===== config.mk =====
export PLATFORM = sky130hd
export DESIGN_NAME = hazard_unit_flat
export DESIGN_NICKNAME = d
export VERILOG_FILES = /design/src/rtl/hazard_unit_pkg.sv /design/src/rtl/hazard_unit_if.sv /design/src/rtl/hazard_unit_mem_wait_fsm.sv /design/src/rtl/hazard_unit.sv /design/src/flat_wrapper.sv
export SDC_FILE = /design/constraint.sdc
export NUM_CORES = 1
export LEC_CHECK = 0
export BUFFER_PORTS_ARGS = -buffer_cell sky130_fd_sc_hd__buf_4
export CAP_MARGIN = 40
export CORE_MARGIN = 2
export CORE_UTILIZATION = 41
export CTS_CLUSTER_SIZE = 40
export DETAILED_ROUTE_END_ITERATION = 8
export GPL_TIMING_DRIVEN = 0
export PLACE_DENSITY = 0.87
export SLEW_MARGIN = 20
export SYNTH_ARGS = -nofsm -noshare
export SYNTH_HDL_FRONTEND = slang
export SYNTH_SLANG_ARGS = --single-unit

===== constraint.sdc =====
create_clock -name clk -period 2.8 [get_ports clk]
set_input_delay 0.28 -clock clk [delete_from_list [all_inputs] [get_ports clk]]
set_output_delay 0.28 -clock clk [all_outputs]
set_load 0.02 [all_outputs]

===== src/rtl/hazard_unit_pkg.sv =====
// -----------------------------------------------------------------------------
// hazard_unit_pkg
// Shared types and constants for the pipeline hazard controller:
//   - mw_state_e : state encoding of the sram-like transaction wait FSM
//                  (used for both the instruction and data side)
//   - FWD_*      : operand forward-select codes driven on forwardAE/forwardBE
// -----------------------------------------------------------------------------
package hazard_unit_pkg;

    typedef enum logic {
        MW_IDLE = 1'b0,   // no transaction outstanding past its address phase
        MW_WAIT = 1'b1    // address accepted, waiting for data_ok
    } mw_state_e;

    localparam logic [1:0] FWD_RF = 2'b00;  // operand from register file
    localparam logic [1:0] FWD_W  = 2'b01;  // operand from writeback stage
    localparam logic [1:0] FWD_M  = 2'b10;  // operand from memory stage

endpackage


===== src/rtl/hazard_unit_if.sv =====
// -----------------------------------------------------------------------------
// hazard_unit_if
// Bundles every signal exchanged between the pipeline and the hazard unit.
//   master : the pipeline side (drives register numbers, stage control,
//            memory handshakes, exception; receives forward/stall/flush)
//   slave  : the hazard unit
// Parameter REGW is the register-number width.
// -----------------------------------------------------------------------------
interface hazard_unit_if #(
    parameter int REGW = 5
);
    // Register numbers
    logic [REGW-1:0] rsD, rtD, rsE, rtE;
    logic [REGW-1:0] writeregE, writeregM, writeregW;

    // Stage control
    logic regwriteE, regwriteM, regwriteW;
    logic memtoregE, memtoregM;
    logic branchD, jrD;
    logic div_busyE, div_readyE;

    // sram-like handshakes toward the AXI bridge
    logic inst_req, inst_addr_ok, inst_data_ok;
    logic data_req, data_addr_ok, data_data_ok;

    logic exceptionM;

    // Results
    logic       forwardAD, forwardBD;
    logic [1:0] forwardAE, forwardBE;
    logic       stallF, stallD, stallE, stallM, stallW;
    logic       flushD, flushE, flushM, flushW;

    modport master (
        output rsD, rtD, rsE, rtE, writeregE, writeregM, writeregW,
               regwriteE, regwriteM, regwriteW, memtoregE, memtoregM,
               branchD, jrD, div_busyE, div_readyE,
               inst_req, inst_addr_ok, inst_data_ok,
               data_req, data_addr_ok, data_data_ok, exceptionM,
        input  forwardAD, forwardBD, forwardAE, forwardBE,
               stallF, stallD, stallE, stallM, stallW,
               flushD, flushE, flushM, flushW
    );

    modport slave (
        input  rsD, rtD, rsE, rtE, writeregE, writeregM, writeregW,
               regwriteE, regwriteM, regwriteW, memtoregE, memtoregM,
               branchD, jrD, div_busyE, div_readyE,
               inst_req, inst_addr_ok, inst_data_ok,
               data_req, data_addr_ok, data_data_ok, exceptionM,
        output forwardAD, forwardBD, forwardAE, forwardBE,
               stallF, stallD, stallE, stallM, stallW,
               flushD, flushE, flushM, flushW
    );

endinterface


===== src/rtl/hazard_unit_mem_wait_fsm.sv =====
// -----------------------------------------------------------------------------
// mem_wait_fsm
// Tracks one outstanding sram-like transaction and raises stall while the
// pipeline must wait for its data.
//   clk, rst : clock, asynchronous active-high reset
//   req      : request presented this cycle
//   addr_ok  : address phase accepted
//   data_ok  : data phase complete
//   stall    : transaction in flight and data not yet returned (combinational)
// A data_ok together with addr_ok finishes the access with no wait state.
// -----------------------------------------------------------------------------
module mem_wait_fsm
    import hazard_unit_pkg::*;
(
    input  logic clk,
    input  logic rst,
    input  logic req,
    input  logic addr_ok,
    input  logic data_ok,
    output logic stall
);

    mw_state_e state_q, state_d;

    always_comb begin
        // NOTE: default assignment first so every path drives state_d; no latch.
        state_d = state_q;
        case (state_q)
            MW_IDLE: if (req && addr_ok && !data_ok) state_d = MW_WAIT;
            MW_WAIT: if (data_ok)                    state_d = MW_IDLE;
        endcase
    end

    // Stall must react in the request cycle, so it is decoded from the
    // current state and live handshakes rather than registered.
    assign stall = ((state_q == MW_IDLE) && req && !data_ok) ||
                   ((state_q == MW_WAIT) && !data_ok);

    always_ff @(posedge clk or posedge rst) begin
        // NOTE: non-blocking assignment for state; blocking here would race
        // with other clocked readers.
        if (rst) state_q <= MW_IDLE;
        else     state_q <= state_d;
    end

endmodule


===== src/rtl/hazard_unit.sv =====
// -----------------------------------------------------------------------------
// hazard_unit
// Hazard, stall and flush controller for the 5-stage MIPS pipeline.
//   clk, rst : clock, asynchronous active-high reset
//   hz       : hazard_unit_if.slave carrying register numbers, stage control,
//              instruction/data handshakes, exceptionM (inputs) and
//              forwardAD/BD/AE/BE, stallF..W, flushD..W (outputs)
// Forwarding, load-use/branch/divide stalls, long-latency memory stalls and
// exception flush sequencing. An exception seen while a memory transaction is
// outstanding is held in except_pend and fired once the transaction ends.
// Priority: except_fire > long > divstall > lwstall/brstall.
// -----------------------------------------------------------------------------
module hazard_unit
    import hazard_unit_pkg::*;
#(
    parameter int REGW = 5
) (
    input  logic         clk,
    input  logic         rst,
    hazard_unit_if.slave hz
);

    localparam logic [REGW-1:0] R0 = '0;

    logic [1:0] fwd_ae, fwd_be;
    logic       i_stall, d_stall;
    logic       long_stall, lwstall, brstall, divstall;
    logic       except_pend_q, except_pend_d, except_fire;
    logic       e_hits_d, m_hits_d;

    // ---------------- forwarding (register 0 never forwarded) ----------------
    always_comb begin
        fwd_ae = FWD_RF;
        if (hz.regwriteM && hz.writeregM != R0 && hz.writeregM == hz.rsE)
            fwd_ae = FWD_M;
        else if (hz.regwriteW && hz.writeregW != R0 && hz.writeregW == hz.rsE)
            fwd_ae = FWD_W;

        fwd_be = FWD_RF;
        if (hz.regwriteM && hz.writeregM != R0 && hz.writeregM == hz.rtE)
            fwd_be = FWD_M;
        else if (hz.regwriteW && hz.writeregW != R0 && hz.writeregW == hz.rtE)
            fwd_be = FWD_W;
    end

    assign hz.forwardAE = fwd_ae;
    assign hz.forwardBE = fwd_be;
    assign hz.forwardAD = hz.regwriteM && hz.writeregM != R0 && hz.writeregM == hz.rsD;
    assign hz.forwardBD = hz.regwriteM && hz.writeregM != R0 && hz.writeregM == hz.rtD;

    // ---------------- outstanding memory transactions ----------------
    mem_wait_fsm u_inst_fsm (
        .clk     (clk),
        .rst     (rst),
        .req     (hz.inst_req),
        .addr_ok (hz.inst_addr_ok),
        .data_ok (hz.inst_data_ok),
        .stall   (i_stall)
    );

    mem_wait_fsm u_data_fsm (
        .clk     (clk),
        .rst     (rst),
        .req     (hz.data_req),
        .addr_ok (hz.data_addr_ok),
        .data_ok (hz.data_data_ok),
        .stall   (d_stall)
    );

    assign long_stall = i_stall || d_stall;

    // ---------------- data-hazard stalls ----------------
    assign lwstall = hz.memtoregE && hz.writeregE != R0 &&
                     (hz.writeregE == hz.rsD || hz.writeregE == hz.rtD);

    // A branch/jr in D compares in D, so a result still in E (any ALU op) or a
    // load result still in M cannot be forwarded in time.
    assign e_hits_d = hz.regwriteE && hz.writeregE != R0 &&
                      (hz.writeregE == hz.rsD || hz.writeregE == hz.rtD);
    assign m_hits_d = hz.memtoregM && hz.writeregM != R0 &&
                      (hz.writeregM == hz.rsD || hz.writeregM == hz.rtD);
    assign brstall  = (hz.branchD || hz.jrD) && (e_hits_d || m_hits_d);

    assign divstall = hz.div_busyE && !hz.div_readyE;

    // ---------------- exception sequencing ----------------
    // An exception during a memory wait cannot flush yet: the bridge still owes
    // a response. Remember it until the wait ends, then fire.
    always_comb begin
        except_pend_d = 1'b0;
        if (long_stall) except_pend_d = except_pend_q || hz.exceptionM;
    end

    always_ff @(posedge clk or posedge rst) begin
        if (rst) except_pend_q <= 1'b0;
        else     except_pend_q <= except_pend_d;
    end

    assign except_fire = (hz.exceptionM || except_pend_q) && !long_stall;

    // ---------------- stall / flush outputs ----------------
    assign hz.stallF = (long_stall || lwstall || brstall || divstall) && !except_fire;
    assign hz.stallD = hz.stallF;
    assign hz.stallE = long_stall || divstall;
    assign hz.stallM = long_stall;
    assign hz.stallW = long_stall;

    assign hz.flushD = except_fire;
    assign hz.flushE = except_fire || ((lwstall || brstall) && !divstall && !long_stall);
    // Bubble into M behind a divide held in E.
    assign hz.flushM = except_fire || (divstall && !long_stall);
    // W holds the oldest instruction; it always commits.
    assign hz.flushW = 1'b0;

endmodule


===== src/flat_wrapper.sv =====
// flat-port wrapper written by rule: the top's interface ports become plain ports
module hazard_unit_flat import hazard_unit_pkg::*;
#(
    parameter int REGW = 5
)
  (clk, rst, hz_rsD, hz_rtD, hz_rsE, hz_rtE, hz_writeregE, hz_writeregM, hz_writeregW, hz_regwriteE, hz_regwriteM, hz_regwriteW, hz_memtoregE, hz_memtoregM, hz_branchD, hz_jrD, hz_div_busyE, hz_div_readyE, hz_inst_req, hz_inst_addr_ok, hz_inst_data_ok, hz_data_req, hz_data_addr_ok, hz_data_data_ok, hz_exceptionM, hz_forwardAD, hz_forwardBD, hz_forwardAE, hz_forwardBE, hz_stallF, hz_stallD, hz_stallE, hz_stallM, hz_stallW, hz_flushD, hz_flushE, hz_flushM, hz_flushW);
  hazard_unit_if #(.REGW(REGW)) hz_i ();
  input  logic clk;
  input  logic rst;
  input wire logic [$bits(hz_i.rsD)-1:0] hz_rsD;
  input wire logic [$bits(hz_i.rtD)-1:0] hz_rtD;
  input wire logic [$bits(hz_i.rsE)-1:0] hz_rsE;
  input wire logic [$bits(hz_i.rtE)-1:0] hz_rtE;
  input wire logic [$bits(hz_i.writeregE)-1:0] hz_writeregE;
  input wire logic [$bits(hz_i.writeregM)-1:0] hz_writeregM;
  input wire logic [$bits(hz_i.writeregW)-1:0] hz_writeregW;
  input wire logic [$bits(hz_i.regwriteE)-1:0] hz_regwriteE;
  input wire logic [$bits(hz_i.regwriteM)-1:0] hz_regwriteM;
  input wire logic [$bits(hz_i.regwriteW)-1:0] hz_regwriteW;
  input wire logic [$bits(hz_i.memtoregE)-1:0] hz_memtoregE;
  input wire logic [$bits(hz_i.memtoregM)-1:0] hz_memtoregM;
  input wire logic [$bits(hz_i.branchD)-1:0] hz_branchD;
  input wire logic [$bits(hz_i.jrD)-1:0] hz_jrD;
  input wire logic [$bits(hz_i.div_busyE)-1:0] hz_div_busyE;
  input wire logic [$bits(hz_i.div_readyE)-1:0] hz_div_readyE;
  input wire logic [$bits(hz_i.inst_req)-1:0] hz_inst_req;
  input wire logic [$bits(hz_i.inst_addr_ok)-1:0] hz_inst_addr_ok;
  input wire logic [$bits(hz_i.inst_data_ok)-1:0] hz_inst_data_ok;
  input wire logic [$bits(hz_i.data_req)-1:0] hz_data_req;
  input wire logic [$bits(hz_i.data_addr_ok)-1:0] hz_data_addr_ok;
  input wire logic [$bits(hz_i.data_data_ok)-1:0] hz_data_data_ok;
  input wire logic [$bits(hz_i.exceptionM)-1:0] hz_exceptionM;
  output wire logic [$bits(hz_i.forwardAD)-1:0] hz_forwardAD;
  output wire logic [$bits(hz_i.forwardBD)-1:0] hz_forwardBD;
  output wire logic [$bits(hz_i.forwardAE)-1:0] hz_forwardAE;
  output wire logic [$bits(hz_i.forwardBE)-1:0] hz_forwardBE;
  output wire logic [$bits(hz_i.stallF)-1:0] hz_stallF;
  output wire logic [$bits(hz_i.stallD)-1:0] hz_stallD;
  output wire logic [$bits(hz_i.stallE)-1:0] hz_stallE;
  output wire logic [$bits(hz_i.stallM)-1:0] hz_stallM;
  output wire logic [$bits(hz_i.stallW)-1:0] hz_stallW;
  output wire logic [$bits(hz_i.flushD)-1:0] hz_flushD;
  output wire logic [$bits(hz_i.flushE)-1:0] hz_flushE;
  output wire logic [$bits(hz_i.flushM)-1:0] hz_flushM;
  output wire logic [$bits(hz_i.flushW)-1:0] hz_flushW;
  assign hz_i.rsD = hz_rsD;
  assign hz_i.rtD = hz_rtD;
  assign hz_i.rsE = hz_rsE;
  assign hz_i.rtE = hz_rtE;
  assign hz_i.writeregE = hz_writeregE;
  assign hz_i.writeregM = hz_writeregM;
  assign hz_i.writeregW = hz_writeregW;
  assign hz_i.regwriteE = hz_regwriteE;
  assign hz_i.regwriteM = hz_regwriteM;
  assign hz_i.regwriteW = hz_regwriteW;
  assign hz_i.memtoregE = hz_memtoregE;
  assign hz_i.memtoregM = hz_memtoregM;
  assign hz_i.branchD = hz_branchD;
  assign hz_i.jrD = hz_jrD;
  assign hz_i.div_busyE = hz_div_busyE;
  assign hz_i.div_readyE = hz_div_readyE;
  assign hz_i.inst_req = hz_inst_req;
  assign hz_i.inst_addr_ok = hz_inst_addr_ok;
  assign hz_i.inst_data_ok = hz_inst_data_ok;
  assign hz_i.data_req = hz_data_req;
  assign hz_i.data_addr_ok = hz_data_addr_ok;
  assign hz_i.data_data_ok = hz_data_data_ok;
  assign hz_i.exceptionM = hz_exceptionM;
  assign hz_forwardAD = hz_i.forwardAD;
  assign hz_forwardBD = hz_i.forwardBD;
  assign hz_forwardAE = hz_i.forwardAE;
  assign hz_forwardBE = hz_i.forwardBE;
  assign hz_stallF = hz_i.stallF;
  assign hz_stallD = hz_i.stallD;
  assign hz_stallE = hz_i.stallE;
  assign hz_stallM = hz_i.stallM;
  assign hz_stallW = hz_i.stallW;
  assign hz_flushD = hz_i.flushD;
  assign hz_flushE = hz_i.flushE;
  assign hz_flushM = hz_i.flushM;
  assign hz_flushW = hz_i.flushW;
  hazard_unit #(.REGW(REGW)) u_core (.clk(clk), .rst(rst), .hz(hz_i));
endmodule

==> impl_metrics.py, run 1 <==
metrics = {
    "floorplanning": {
        "die_w_um": 48.06,
        "std_cell_rows": 15,
        "initial_utilization_pct": 44.63,
        "coreArea_um2": 1783,
        "io_pins": 68,
        "fp.dieH_um": 48.06,
        "die-area_um2": 2309,
    },
    "route": {
        "first_iter_violations": 20,
        "routed_via_density": 4.995,
        "antenna_left": 0,
        "drtPass1Iterations": 4,
        "drc": 0,
        "wl_per_cell_um": 13.71,
        "wl_um": 2632,
        "num_vias": 959,
    },
    "placement": {
        "place_hpwl_um": 2323,
        "place_congestion": 0.8591,
        "dp_slack_ns": 0.7299,
        "portBuffers": 61,
    },
    "global_route": {
        "grt_use_total_pct": 23.67,
        "grt_max_degree": 7,
        "grt-ovfl-total": 0,
        "antenna_found_initial": 0,
        "grt_pass1_vias": 847,
        "grt_first_pass_wirelength_um": 3788,
    },
    "clocking": {
        "post_cts_buffers": 0,
        "clkTransAtPathRegs_ns": 0.04,
        "hold_buffers": 1,
        "cts_buffer_depth": 2,
        "cts_tree": "built",
        "cts_root_buf": "clkbuf_4",
        "ctsResizeCount": 0,
        "clock_latency_ns": 0.25,
        "cts.sinks": 3,
        "htree_levels": 1,
        "cts_buffers": 3,
    },
    "status": {
        "outcome": "completed",
    },
    "yosys": {
        "netlist_area_um2": 795.8,
        "synth_cells": 101,
        "synth_compound_area_share_pct": 12.26,
        "synth_xor_area_share_pct": 44.03,
        "synth_warnings": 0,
        "synth-seq-cells": 3,
        "syn_nets": 154,
        "yosysSeqAreaShare_pct": 9.434,
        "yosys.area_share.simple_pct": 25.94,
        "synthMuxAreaShare_pct": 0,
        "yosysUniqueCellTypes": 29,
        "synthAdderAreaFrac_pct": 0,
        "synth_top_family_by_area": "XOR/XNOR gates",
        "synth.avg_cell_area_um2": 7.879,
    },
    "critical_path": {
        "crit-reg2reg-launch": "u_core.u_inst_fsm.state_q",
        "critical-path-max-stage-delay_ns": 0.55,
        "cp_max_fo": 5,
        "crit_buf_inv": 3,
        "required_ns": 2.52,
        "cp_slowest_cell": "or4_4",
        "critPathLaunchType": "primary input",
        "worstPathArrival_ns": 1.81,
        "crit_start": "hz_writeregM[2]",
        "cp_common_cell": "buf_4",
        "cp-end-kind": "primary output",
        "cp_cell_sequence": "clkbuf_1, or4_4, o221a_2, o21ai_0, a31oi_1, buf_4, buf_4",
        "critPathTopFamily": "simple AND/OR/NAND/NOR gates",
        "worstSetupPathType": "in -> out",
    },
    "timing": {
        "slew_viol_final": 0,
        "setup_viol": 0,
        "finalCriticalPeriod_ns": 2.087,
        "whs_ns": 0.1885,
        "max_freq_mhz": 479.3,
        "setup-tns-final_ns": 0,
        "rsz0062_at_grt": "false",
        "hold_viol_final": 0,
        "fin_ws_ns": 0.7135,
        "fin_crit_sh_pct": 74.52,
        "skew_ns": 0.007554,
    },
    "cells_and_area": {
        "fill_cells": 143,
        "fin_util_pct": 74.11,
        "antenna_cells": 0,
        "area_delta_synth_final_pct": 66.04,
        "final_common_cell": "buf_4",
        "fin_nets": 221,
        "layout_common_cells": "buf_4 (64), xnor2_1 (22), xor2_1 (18)",
        "drive_gt1_share_pct": 46.11,
    },
    "worst_hold_path": {
        "hold_path_startpoint": "hz_data_data_ok",
        "hp-class": "in -> reg",
    },
    "power_and_ir_drop": {
        "pwr_density_cell_nw_per_um2": 269.1,
        "leakagePower_nw": 0.5946,
        "power_mw": 0.3556,
        "peakVddDrop_mv": 0.1495,
    },
    "job": {
        "cap_violations": 0,
    },
}
-- layer usage --
| layer | track usage [%] | up-vias | routed length [µm] |
|---|---|---|---|
| li1 | - | 476 | - |
| met1 | 28.95 | 426 | 1072 |
| met2 | 41.60 | 53 | 1305 |
| met3 | 4.906 | 4 | 227 |
| met4 | 6.486 | 0 | 25 |
| met5 | 0 | - | 0 |
-- layout make-up --
cell class / instances / area (µm²) / share of cell area [%]
buffer: 8 / 51.30 / 3.883
clock buffer: 4 / 26.28 / 1.989
inverter: 3 / 11.26 / 0.8523
multi-input combinational: 87 / 658.1 / 49.81
sequential: 3 / 75.07 / 5.682
tap: 25 / 31.28 / 2.367
timing repair buffer: 62 / 467.9 / 35.42
-- through the flow --
stage	instances	instance area (µm²)
2_1_floorplan	101	795.8
3_3_place_gp	187	1285
3_5_place_dp	187	1285
4_1_cts	192	1321
5_1_grt	192	1321
6_report	192	1321
-- kinds of logic (layout without fill, tap and decap cells) --
family          Yosys count  in the layout
simple gates             33             33
flops                     3              3
xor+xnor                 40             40
other cells               1              1
compound gates           13             13
buf+inv                  11             77
-- power breakdown --
part	internal, mW	leakage (nW)	switching [mW]
sequential	0.0470	0.0387	0.00146
combinational	0.117	0.541	0.105
clock	0.0539	0.0150	0.0311
total	0.218	0.595	0.138
-- flip-flops by register name, indices dropped and copies added, names as in the netlist --
signal and cells:
u_core.except_pend_q 1, u_core.u_data_fsm.state_q 1, u_core.u_inst_fsm.state_q 1
-- cells in the mapped netlist, drive strengths merged --
cell    number  share of area (%)
o22ai        1               0.79
o211ai       1               0.94
nand2        3                1.4
nor3         2                1.3
or4          5                5.2
o22a         2                2.2
o221a        1                1.4
clkbuf       2               0.94
xor2        18                 20
dfrtp        3                9.4
conb         1               0.47
o21a         1               0.94
nand3        7                4.4
a21oi        3                1.9
xnor2       22                 24
and2         1               0.79
inv          3                1.4
nor2         7                3.3
o21ai        3                3.3
a31oi        1               0.79
buf          6                5.5
nand2b       1               0.79
nand3b       1               0.94
nor4         6                7.9
-- final timing paths --
check                                             to  slack, ns  cells after the start
min in group asynchronous  u_core.u_data_fsm.state_q       0.46                      3
min                        u_core.u_data_fsm.state_q       0.19                      2
max reg2reg                     u_core.except_pend_q       1.95                      3
min reg2reg                u_core.u_inst_fsm.state_q       0.51                      2
max in group asynchronous  u_core.u_inst_fsm.state_q       2.20                      3
max                                        hz_stallF       0.71                      7
(Power assumes the default switching activity.)
==> inputs of run 2 (changes only) <==
- CORE_UTILIZATION: 41 -> 38
- PLACE_DENSITY: 0.87 -> 0.82
- clock period: 2.8 -> 2 ns (I/O delays scaled with it)
==> impl_metrics.py, run 2 (synthesis gave the netlist of run 1 again) <==
metrics = {
    "global_route": {
        "met2_usage_pct": 38.89,
        "grt_use_met1_pct": 23.06,
        "grt_use_total_pct": 20.51,
        "grt_first_pass_wirelength_um": 4008,
        "use_met3_pct": 3.030,
        "top_usage_layer": "met2",
        "grt_pass1_vias": 967,
        "antenna_found_initial": 0,
        "grt_max_degree": 7,
        "grt-ovfl-total": 0,
    },
    "timing": {
        "fin_ws_ns": 0.1203,
        "finalCriticalPeriod_ns": 1.880,
        "setup_viol": 0,
        "fin_crit_sh_pct": 93.99,
        "max_freq_mhz": 532.0,
        "hold_viol_final": 0,
        "skew_ns": 0.006246,
        "slew_viol_final": 0,
        "setup-tns-final_ns": 0,
        "whs_ns": 0.1244,
        "rsz0062_at_grt": "false",
    },
    "power_and_ir_drop": {
        "seq_power_share_pct": 14.1,
        "p_sw_mw": 0.1791,
        "leakagePower_nw": 0.5946,
        "pwr_density_cell_nw_per_um2": 365.0,
        "peakVddDrop_mv": 0.2144,
        "netSwitchingFraction_pct": 37.05,
        "clkPwrFrac_pct": 22.2,
        "internal-power_mw": 0.3042,
        "power_frac_comb_pct": 63.7,
    },
    "critical_path": {
        "critPathLaunchType": "primary input",
        "cp-end-kind": "primary output",
        "r2r_setup_slack_ns": 1.14,
        "critical-path-max-stage-delay_ns": 0.54,
        "cp_slowest_cell": "or4_4",
        "cp_cell_sequence": "clkbuf_1, or4_4, o221a_2, o21ai_0, a31oi_1, buf_4, buf_4",
        "required_ns": 1.80,
        "cp_max_fo": 5,
        "cp_common_cell": "buf_4",
        "worstSetupPathType": "in -> out",
        "worstPathArrival_ns": 1.68,
    },
    "cells_and_area": {
        "final_common_cell": "buf_4",
        "top_regs": "u_core.except_pend_q (1), u_core.u_data_fsm.state_q (1), u_core.u_inst_fsm.state_q (1)",
        "fill_cells": 183,
        "antenna_cells": 0,
        "area_delta_synth_final_pct": 66.35,
        "drive_gt1_share_pct": 46.11,
        "seq_area_um2": 75.07,
        "fin_cells": 194,
        "fin_nets": 221,
        "layout_common_cells": "buf_4 (64), xnor2_1 (22), xor2_1 (18)",
        "multiInputGateArea_um2": 658.1,
        "fin_util_pct": 67.47,
    },
    "clocking": {
        "clkTransAtPathRegs_ns": 0.04,
        "post_cts_buffers": 0,
        "clock_latency_ns": 0.23,
        "cts_buffers": 3,
        "cts_buffer_depth": 2,
        "htree_levels": 1,
        "cts_root_buf": "clkbuf_4",
        "cts_tree": "built",
        "cts.sinks": 3,
    },
    "route": {
        "num_vias": 944,
        "antenna_left": 0,
        "first_iter_violations": 8,
        "wl_um": 2475,
        "routed_via_density": 4.866,
        "drtPass1Iterations": 4,
        "drc": 0,
        "wl_per_cell_um": 12.76,
    },
    "status": {
        "outcome": "completed",
    },
    "floorplanning": {
        "fp.dieH_um": 49.76,
        "std_cell_rows": 16,
        "die_w_um": 49.76,
        "die-area_um2": 2476,
        "coreArea_um2": 1962,
        "io_pins": 68,
        "initial_utilization_pct": 40.56,
    },
    "placement": {
        "place_hpwl_um": 2172,
        "dp_slack_ns": 0.1112,
        "place_congestion": 0.7596,
        "post-place-cells": 189,
        "portBuffers": 61,
    },
    "worst_hold_path": {
        "hp-class": "in -> reg",
    },
    "job": {
        "cap_violations": 0,
    },
}
==> run 2: power by group through the flow <==
stage	combinational (mW)	clock, mW	sequential, mW
3_5_place_dp	0.306	0	0.0686
2_1_floorplan	0.162	0	0.0679
5_1_grt	0.334	0.120	0.0684
4_1_cts	0.309	0.111	0.0679
3_3_place_gp	0.298	0	0.0682
6_report	0.308	0.107	0.0680
==> run 2: final cells by class <==
type / count / share of cell area, %
repair buffers: 62 / 35.35
multi-input cells: 87 / 49.72
well taps: 27 / 2.552
clock buffers: 4 / 1.985
flip-flops and latches: 3 / 5.671
plain buffers: 8 / 3.875
inverters: 3 / 0.8507
==> run 2: metrics by stage <==
step	total power [mW]	cell area, µm²
2_1_floorplan	0.2299	795.8
3_3_place_gp	0.3664	1287
3_5_place_dp	0.3746	1287
4_1_cts	0.4874	1324
5_1_grt	0.5227	1324
6_report	0.4832	1324
==> run 2: critical path, delay by kind of cell <==
family / cells / cell delay (ns)
buffers and inverters: 3 / 0.45
AND/OR/NAND/NOR: 1 / 0.54
AO/OA/AOI/OAI: 3 / 0.48
==> run 2: metal layers <==
layer,vias up,wire length (µm)
li1,477,-
met1,424,991
met2,43,1274
met3,0,209
met4,0,0
met5,-,0
==> run 2: what timing repair did <==
action	in CTS	in global routing
resized for setup	0	0
endpoints found under the hold margin	3	0
hold buffers	1	0
==> run 2: path summary, 6_finish.rpt <==
check	from	endpoint	cells past startpoint
hold / removal	hz_inst_data_ok	u_core.u_inst_fsm.state_q	2
hold reg to reg	u_core.u_inst_fsm.state_q	u_core.u_inst_fsm.state_q	2
max in group asynchronous	rst	u_core.except_pend_q	3
min in group asynchronous	rst	u_core.u_data_fsm.state_q	3
setup reg to reg	u_core.u_inst_fsm.state_q	u_core.except_pend_q	3
setup / recovery	hz_writeregM[2]	hz_stallF	7
==> inputs of run 3 (changes only) <==
- ABC_AREA: default -> 1
- CORE_UTILIZATION: 38 -> 40
==> impl_metrics.py, run 3 <==
metrics = {
    "yosys": {
        "yosysSeqAreaShare_pct": 8.208,
        "synthTopCellsByCount": "nand2_1 (55), nor2_1 (22), inv_1 (18)",
        "ys_top_cells_by_area": "nand2_1 (23%), xnor2_1 (13%), xor2_1 (11%)",
        "synth_largest_area_cell": "nand2_1",
        "syn_nets": 220,
        "synth_ff_type": "dfrtp_1",
        "synth_cells": 167,
        "netlist_area_um2": 914.6,
        "synth_most_common_cell": "nand2_1",
        "yosysUniqueCellTypes": 20,
        "async_reset_ff_share_pct": 100.0,
        "synth_warnings": 0,
        "yosysTopAreaCellShare_pct": 22.57,
        "synth_edf_count": 0,
        "synth.avg_cell_area_um2": 5.477,
        "synth-seq-cells": 3,
    },
    "route": {
        "num_vias": 1129,
        "drtPass1Iterations": 4,
        "wl_per_cell_um": 9.767,
        "drc": 0,
        "first_iter_violations": 12,
        "antenna_left": 0,
        "routed_via_density": 4.309,
        "wl_um": 2559,
    },
    "cells_and_area": {
        "antenna_cells": 0,
        "final_common_cell": "buf_4",
        "fin_nets": 288,
        "layout_common_cells": "buf_4 (66), nand2_1 (55), nor2_1 (20)",
        "fin_cells": 262,
        "top_regs": "u_core.except_pend_q (1), u_core.u_data_fsm.state_q (1), u_core.u_inst_fsm.state_q (1)",
        "drive_gt1_share_pct": 37.61,
        "stdcell_area_um2": 1456,
        "area_delta_synth_final_pct": 59.23,
    },
    "clocking": {
        "cts.sinks": 3,
        "cts_root_buf": "clkbuf_4",
        "cts_buffers": 3,
        "clkTransAtPathRegs_ns": 0.03,
        "cts_tree": "built",
        "clock_latency_ns": 0.23,
        "htree_levels": 1,
        "cts_buffer_depth": 2,
    },
    "status": {
        "outcome": "completed",
    },
    "power_and_ir_drop": {
        "clkPwrFrac_pct": 20.8,
        "leakagePower_nw": 0.8562,
        "netSwitchingFraction_pct": 38.90,
        "seq_power_share_pct": 13.6,
        "power_frac_comb_pct": 65.6,
        "internal-power_mw": 0.3024,
        "p_sw_mw": 0.1925,
        "peakVddDrop_mv": 0.3705,
        "pwr_density_cell_nw_per_um2": 339.8,
    },
    "global_route": {
        "grt-ovfl-total": 0,
        "grt_pass1_vias": 1022,
        "grt_max_degree": 7,
        "grt_use_total_pct": 20.02,
        "antenna_found_initial": 0,
        "grt_first_pass_wirelength_um": 4064,
    },
    "timing": {
        "setup-tns-final_ns": 0,
        "hold_viol_final": 0,
        "finalCriticalPeriod_ns": 1.791,
        "max_freq_mhz": 558.2,
        "rsz0062_at_grt": "false",
        "fin_crit_sh_pct": 89.57,
        "whs_ns": 0.1874,
        "slew_viol_final": 0,
        "setup_viol": 0,
        "skew_ns": 0.002028,
    },
    "critical_path": {
        "critPathLaunchType": "flip-flop",
        "crit_start": "u_core.u_inst_fsm.state_q",
        "worstPathArrival_ns": 1.59,
        "cp-end-kind": "primary output",
        "required_ns": 1.80,
        "cp-endpoint": "hz_stallF",
        "r2r_cells": 4,
        "cp_max_fo": 4,
        "worstSetupPathType": "reg -> out",
        "r2r_setup_slack_ns": 1.14,
        "crit-reg2reg-launch": "u_core.u_inst_fsm.state_q",
        "r2r-end": "u_core.except_pend_q",
    },
    "floorplanning": {
        "std_cell_rows": 17,
        "die_w_um": 51.82,
        "die-area_um2": 2685,
        "fp.dieH_um": 51.82,
        "io_pins": 68,
        "coreArea_um2": 2191,
        "initial_utilization_pct": 41.75,
    },
    "placement": {
        "post-place-cells": 257,
        "dpl_cell_area_um2": 1415,
        "portBuffers": 62,
        "place_congestion": 0.8528,
        "place_hpwl_um": 2293,
    },
    "job": {
        "cap_violations": 0,
    },
    "worst_hold_path": {
        "hp-class": "in -> reg",
    },
}
==> run 3: worst min path at each step <==
stage,from,end,slack (ns),cells past startpoint
2_1_floorplan,rst,u_core.except_pend_q,-0.05,1
6_report,hz_inst_addr_ok,u_core.u_inst_fsm.state_q,0.19,2
4_1_cts,hz_inst_addr_ok,u_core.u_inst_fsm.state_q,0.18,2
3_5_place_dp,rst,u_core.u_inst_fsm.state_q,0.09,2
5_1_grt,hz_inst_addr_ok,u_core.u_inst_fsm.state_q,0.20,2
3_3_place_gp,rst,u_core.u_inst_fsm.state_q,0.08,2
==> run 3: kinds of logic (layout without fill, tap and decap cells) <==
family | Yosys count | after routing | synth area share (%)
compound gates | 7 | 7 | 4.787
flops | 3 | 3 | 8.208
simple gates | 96 | 96 | 46.24
other cells | 1 | 1 | 0.4100
xor+xnor | 25 | 25 | 23.94
buf+inv | 35 | 102 | 16.42
==> run 3: power groups by stage <==
| stage | clock [mW] | sequential, mW | combinational (mW) |
|---|---|---|---|
| 6_report | 0.103 | 0.0674 | 0.325 |
| 5_1_grt | 0.114 | 0.0677 | 0.358 |
| 4_1_cts | 0.109 | 0.0674 | 0.324 |
| 3_5_place_dp | 0 | 0.0682 | 0.322 |
| 3_3_place_gp | 0 | 0.0677 | 0.319 |
| 2_1_floorplan | 0 | 0.0676 | 0.177 |
==> run 3: cell type report <==
cell class | instances | area, µm²
clock buffer | 4 | 26.28
sequential | 3 | 75.07
tap | 28 | 35.03
inverter | 28 | 105.1
multi-input combinational | 129 | 694.4
buffer | 7 | 45.04
timing repair buffer | 63 | 475.5
fill | 219 | 734.5
==> run 3: stage by stage <==
stage          power (mW)  util [%]  worst slack [ns]
6_report           0.4949     66.48            0.2085
5_1_grt            0.5390     66.48           0.05761
4_1_cts            0.5004     66.25            0.1063
3_5_place_dp       0.3900     64.59            0.3586
3_3_place_gp       0.3866     64.59            0.3646
2_1_floorplan      0.2443         -            0.3243
==> run 3: timing repair <==
action	4_1_cts	5_1_grt
setup endpoints to repair	0	1
setup buffers	0	0
hold buffers	1	0
resized for setup	0	2
endpoints found under the hold margin	3	0
==> run 3: per-layer routing <==
layer,wire [µm],track usage [%],part of all wire [%]
met5,0,0,0
met1,1103,25.22,43
met2,1381,34.60,54
met4,0,7.456,0
met3,74,2.299,2.9
==> run 3: worst max-delay path, cell delays in order (launching register included) <==
cell     delay [ns]
dfrtp_1        0.36
nor2_1         0.10
nor2_1         0.06
nor2_2         0.16
inv_2          0.08
nor2_2         0.14
nand3_1        0.09
nand2_1        0.06
inv_1          0.04
buf_4          0.12
buf_4          0.14
